File: src/rtl/crop_window_ctrl.sv
// crop_window_ctrl -- windowed dark-pixel bounding-box measurement over N frames with valid/ack hand-off.
// Rev 1.0
`default_nettype none

module crop_window_ctrl #(
    parameter int H_ACTIVE   = 640,
    parameter int V_ACTIVE   = 480,
    parameter int DATA_W     = 10,
    parameter int DARK_LEVEL = 0,
    parameter int NUM_FRAMES = 4
) (
    input  logic              iCLK,
    input  logic              iRST,
    input  logic              iDVAL,
    input  logic [DATA_W-1:0] iDATA,
    input  logic              iCFG_WE,
    input  logic [1:0]        iCFG_ADDR,
    input  logic [15:0]       iCFG_WDATA,
    input  logic              iSTART,
    input  logic              iABORT,
    input  logic              iRES_ACK,
    output logic              oBUSY,
    output logic              oRES_VALID,
    output logic              oFOUND,
    output logic [15:0]       oXSTART,
    output logic [15:0]       oXEND,
    output logic [15:0]       oYSTART,
    output logic [15:0]       oYEND,
    output logic [7:0]        oFRAME_CNT
);

    localparam logic [1:0]  S_IDLE    = 2'd0;
    localparam logic [1:0]  S_ARM     = 2'd1;
    localparam logic [1:0]  S_MEASURE = 2'd2;
    localparam logic [1:0]  S_REPORT  = 2'd3;
    localparam logic [15:0] X_LAST    = 16'(H_ACTIVE - 1);
    localparam logic [15:0] Y_LAST    = 16'(V_ACTIVE - 1);
    localparam logic [7:0]  FRAMES    = 8'(NUM_FRAMES);
    localparam logic [DATA_W-1:0] DARK_MAX = DATA_W'(DARK_LEVEL);

    logic [1:0]  state, state_nxt;
    logic [15:0] x_cnt, y_cnt;
    logic [15:0] win_x0, win_x1, win_y0, win_y1;
    logic [15:0] sh_x0, sh_x1, sh_y0, sh_y1;
    logic [15:0] acc_xmin, acc_xmax, acc_ymin, acc_ymax;
    logic [15:0] xmin_nxt, xmax_nxt, ymin_nxt, ymax_nxt;
    logic        acc_found, found_nxt;
    logic        eof, hit, in_win, start_go, last_frame;

    assign eof        = iDVAL && (x_cnt == X_LAST) && (y_cnt == Y_LAST);
    assign in_win     = (x_cnt > sh_x0) && (x_cnt < sh_x1) && (y_cnt > sh_y0) && (y_cnt < sh_y1);
    assign hit        = (state == S_MEASURE) && iDVAL && (iDATA <= DARK_MAX) && in_win;
    assign start_go   = (state == S_IDLE) && iSTART && !iABORT;
    assign last_frame = eof && ((oFRAME_CNT + 8'd1) == FRAMES);

    // Raster position tracks the stream regardless of FSM state.
    always_ff @(posedge iCLK or negedge iRST) begin
        if (!iRST) begin
            x_cnt <= '0;
            y_cnt <= '0;
        end else if (iDVAL) begin
            if (x_cnt == X_LAST) begin
                x_cnt <= '0;
                y_cnt <= (y_cnt == Y_LAST) ? 16'd0 : y_cnt + 16'd1;
            end else begin
                x_cnt <= x_cnt + 16'd1;
            end
        end
    end

    always_ff @(posedge iCLK or negedge iRST) begin
        if (!iRST) begin
            win_x0 <= 16'd160;
            win_x1 <= 16'd480;
            win_y0 <= 16'd120;
            win_y1 <= 16'd190;
            sh_x0  <= 16'd160;
            sh_x1  <= 16'd480;
            sh_y0  <= 16'd120;
            sh_y1  <= 16'd190;
        end else begin
            if ((state == S_IDLE) && iCFG_WE) begin
                case (iCFG_ADDR)
                    2'd0:    win_x0 <= iCFG_WDATA;
                    2'd1:    win_x1 <= iCFG_WDATA;
                    2'd2:    win_y0 <= iCFG_WDATA;
                    default: win_y1 <= iCFG_WDATA;
                endcase
            end
            if (start_go) begin
                sh_x0 <= win_x0;
                sh_x1 <= win_x1;
                sh_y0 <= win_y0;
                sh_y1 <= win_y1;
            end
        end
    end

    always_ff @(posedge iCLK or negedge iRST) begin
        if (!iRST) state <= S_IDLE;
        else       state <= state_nxt;
    end

    always_comb begin
        state_nxt = state;
        case (state)
            S_IDLE:    if (start_go) state_nxt = S_ARM;
            S_ARM:     if (iABORT) state_nxt = S_IDLE;
                       else if (eof) state_nxt = S_MEASURE;
            S_MEASURE: if (iABORT) state_nxt = S_IDLE;
                       else if (last_frame) state_nxt = S_REPORT;
            default:   if (iABORT || iRES_ACK) state_nxt = S_IDLE;
        endcase
    end

    always_comb begin
        oBUSY      = (state != S_IDLE);
        oRES_VALID = (state == S_REPORT);
    end

    always_comb begin
        xmin_nxt  = (hit && (x_cnt < acc_xmin)) ? x_cnt : acc_xmin;
        xmax_nxt  = (hit && (x_cnt > acc_xmax)) ? x_cnt : acc_xmax;
        ymin_nxt  = (hit && (y_cnt < acc_ymin)) ? y_cnt : acc_ymin;
        ymax_nxt  = (hit && (y_cnt > acc_ymax)) ? y_cnt : acc_ymax;
        found_nxt = acc_found | hit;
    end

    always_ff @(posedge iCLK or negedge iRST) begin
        if (!iRST) begin
            acc_xmin  <= '0;
            acc_xmax  <= '0;
            acc_ymin  <= '0;
            acc_ymax  <= '0;
            acc_found <= 1'b0;
        end else if ((state == S_ARM) && eof) begin
            acc_xmin  <= 16'hFFFF;
            acc_xmax  <= 16'h0000;
            acc_ymin  <= 16'hFFFF;
            acc_ymax  <= 16'h0000;
            acc_found <= 1'b0;
        end else if (state == S_MEASURE) begin
            acc_xmin  <= xmin_nxt;
            acc_xmax  <= xmax_nxt;
            acc_ymin  <= ymin_nxt;
            acc_ymax  <= ymax_nxt;
            acc_found <= found_nxt;
        end
    end

    // Results load from the next-values so a hit on the final EOF pixel is kept.
    always_ff @(posedge iCLK or negedge iRST) begin
        if (!iRST) begin
            oFRAME_CNT <= '0;
            oFOUND     <= 1'b0;
            oXSTART    <= '0;
            oXEND      <= '0;
            oYSTART    <= '0;
            oYEND      <= '0;
        end else begin
            if (start_go) begin
                oFRAME_CNT <= '0;
            end else if ((state == S_MEASURE) && eof && !iABORT) begin
                oFRAME_CNT <= oFRAME_CNT + 8'd1;
            end
            if ((state == S_MEASURE) && last_frame && !iABORT) begin
                oFOUND  <= found_nxt;
                oXSTART <= found_nxt ? xmin_nxt : 16'd0;
                oXEND   <= found_nxt ? xmax_nxt : 16'd0;
                oYSTART <= found_nxt ? ymin_nxt : 16'd0;
                oYEND   <= found_nxt ? ymax_nxt : 16'd0;
            end
        end
    end

endmodule

`default_nettype wire

File: config.mk
export PLATFORM = sky130hd
export DESIGN_NAME = crop_window_ctrl
export DESIGN_NICKNAME = d
export VERILOG_FILES = /design/src/rtl/crop_window_ctrl.sv
export SDC_FILE = /design/constraint.sdc
export NUM_CORES = 1
export LEC_CHECK = 0
export BUFFER_PORTS_ARGS = -buffer_cell sky130_fd_sc_hd__buf_2
export CAP_MARGIN = 25
export CELL_PAD_IN_SITES_DETAIL_PLACEMENT = 0
export CELL_PAD_IN_SITES_GLOBAL_PLACEMENT = 1
export CORE_ASPECT_RATIO = 0.9
export CORE_MARGIN = 4
export CORE_UTILIZATION = 48
export DETAILED_ROUTE_END_ITERATION = 12
export GPL_TIMING_DRIVEN = 0
export PLACE_DENSITY_LB_ADDON = 0.1
export SYNTH_ARGS = -nofsm -noshare
export SYNTH_HDL_FRONTEND = slang
export SYNTH_SLANG_ARGS = --single-unit
export TNS_END_PERCENT = 30
File: constraint.sdc
create_clock -name iCLK -period 3.15 [get_ports iCLK]
set_input_delay 0.315 -clock iCLK [delete_from_list [all_inputs] [get_ports iCLK]]
set_output_delay 0.315 -clock iCLK [all_outputs]
set_load 0.02 [all_outputs]
==> metrics.txt <==
synth top area cells=dfrtp_1 43%, ha_1 11%, mux2_2 6.2%, dfstp_2 5.4%, nand2_1 4.3%; first-pass GRT wire length=between 60 and 70 mm; post-layout util=0.574; routed vias/inst=between 5 and 6; cell area after synthesis=about 16000 um2; Clock transition at path regs=60 ps; Layout Nets=approximately 1.9k; Max clock buf depth=3; max-cap violations=0; DRC violations left=0; Leak=0.00924 uW; type of destination of the critical path=flip-flop; final hold vios=0; Synthesized Nets=between 1.5k and 2k; Hold Path Depth=2; crit path max fanout=10; sequential area share after synthesis=0.485; drt initial violations=roughly 670; cell taking the most area after synthesis=dfrtp_1; Root Buffer=clkbuf_16; vias=11.7k; estimated wirelength of the detail-placed design=slightly above 30 mm; max frequency=between 300 and 400 MHz; Routed Antenna Nets=0; hold crit path type=input pin to flip-flop; GRT Residual Overflow=0; most frequent cells in the layout=243 x dfrtp_1, 179 x nand2_1, 138 x inv_1; initial antenna violation count=0; RSZ-0062 raised after global routing=true; fraction of layout cells with a size suffix above 1=0.237; Starting Density=0.486; FF+latch count, synth=300; Die Ht=~180 um; CP startpoint kind=flip-flop; Post-synth EDFFs=0; final count of pins violating max slew=0; clk_skew=between 15 and 20 ps; Crit path required time=3550 ps; antenna cells=0; final setup violating endpoints=0; CTS tree=built; worst reg2reg path depth=10; crit path kind=flip-flop to flip-flop; Period minus WS final=about 3100 ps; commonest non-fill, non-tap cell in the layout=dfrtp_1; Syn Inst Count=between 1.5k and 2k; Worst Tran Pin Value=between 700 and 800 ps; DRT Pass-1 Iters=5; Core ar.=~32000 um2; largest net degree at the start of global routing=126; Pwr Density=between 600 and 700 nW/um2; syn_area_per_cell=between 10 and 15 um2; fin crit share=0.979; VDD IR-drop max=470 uV; row count=62; GPL Wtd Cong=~0.9; Critical Path AT=~3500 ps; status=completed; die area=35300 um2; Num CTS Buffers=35; Synth async-reset ratio=1.00; number of global-route vias before repair=about 11k; Pwr Total=~12000 uW; normalized max-slew margin=0.514; chip width=between 150 and 200 um; Unique masters post-synth=69; Yosys top cell area share=0.431; ys flop type=dfrtp_1; IO Count=110; average wire per standard cell=slightly below 20 um; Warnings, synthesis=0; final WL=41.7 mm; clock latency on the worst-skew pair=520 ps; CTS HTree Levels=2; Clock Sinks=300; Port Buf Inserts=~110; all-layer global routing usage=0.237; area delta synth->final=17.9%
==> synthesized netlist by cell type (all sizes together), types with 3 or more instances <==
master,count
dfrtp,268
nand2,181
inv,139
ha,132
o21ai,124
nor2,105
mux2,85
a21oi,65
a21o,40
clkbuf,37
nand4,37
dfstp,32
a22o,24
buf,23
nor3,21
nand3,20
mux2i,18
xnor2,16
nor4,13
xor2,13
a211oi,11
and2,11
and3,11
a211o,10
nand2b,9
o211ai,8
or4,6
a31oi,5
and4,5
or3,5
a22oi,4
nor2b,4
nand4b,3
nor3b,3
nor4b,3
o21a,3
==> worst max-delay path: stages (launching register included) <==
cell and delay (ps):
dfrtp_2 510, ha_1 360, nand4_1 230, nor2_1 160, a221o_1 210, a211oi_4 80
a311oi_4 420, nand4b_1 330, nor2b_4 240, buf_6 150, a211o_1 290
==> metrics by stage <==
stage          instances  hold slack [ps]  cell area, um2  setup slack (ps)  setup TNS [ps]
6_report            2139              105           18300              66.4               0
3_3_place_gp        2042              452           16600             -3900        -1143750
5_1_grt             2139              104           18300             -51.6            -653
2_1_floorplan       1518             19.4           15500               288               0
4_1_cts             2122             79.3           18000             0.340               0
3_5_place_dp        2045              396           16700              -745          -55230
==> cell type report <==
cell class,instances,area [um2]
clock inverters,5,50.0
repair buffers,145,896
multi-input cells,1019,7370
well taps,416,520
fillers,2870,13600
flip-flops and latches,300,7580
plain buffers,58,289
inverters,139,522
clock buffers,57,1100
==> power breakdown <==
| part | internal, uW | switching, uW | total [uW] |
|---|---|---|---|
| Combinational | 1220 | 1700 | 2930 |
| Sequential | 4870 | 475 | 5350 |
| Clock | 2460 | 1570 | 4040 |
==> metal layers <==
layer	track usage	wire length, um	vias up
li1	-	-	5671
met1	0.356	20600	5737
met2	0.373	18800	230
met3	0.0287	1610	51
met4	0.0502	669	0
met5	0	0	-
==> worst paths after layout <==
path	from	to	slack [ps]
worst max-delay path	y_cnt[14]	oYSTART[7]	70
min in group asynchronous	iRST	oXSTART[5]	410
max in group asynchronous	iRST	win_y0[1]	1630
worst min register to register	oFOUND	oFOUND	470
worst max register to register	y_cnt[14]	oYSTART[7]	70
worst min-delay path	iCFG_WDATA[15]	win_y1[15]	110
==> timing repair <==
action	in CTS	in global routing
hold buffers	1	0
setup endpoints to repair	130	128
setup buffers	14	19
pin swaps	6	13
gates resized for setup	27	44
endpoints found under the hold margin	90	0
==> logic make-up (layout without fill, tap and decap cells) <==
kind of cell / count (synthesis) / after routing / synth area share
simple gates: 443 / 443 / 0.140
xor+xnor: 29 / 29 / 0.0163
flops: 300 / 300 / 0.485
buf+inv: 199 / 404 / 0.0512
mux: 103 / 103 / 0.0731
fa+ha+maj: 132 / 132 / 0.106
compound gates: 312 / 312 / 0.127
Note: power is estimated with default switching activity, not from simulation.
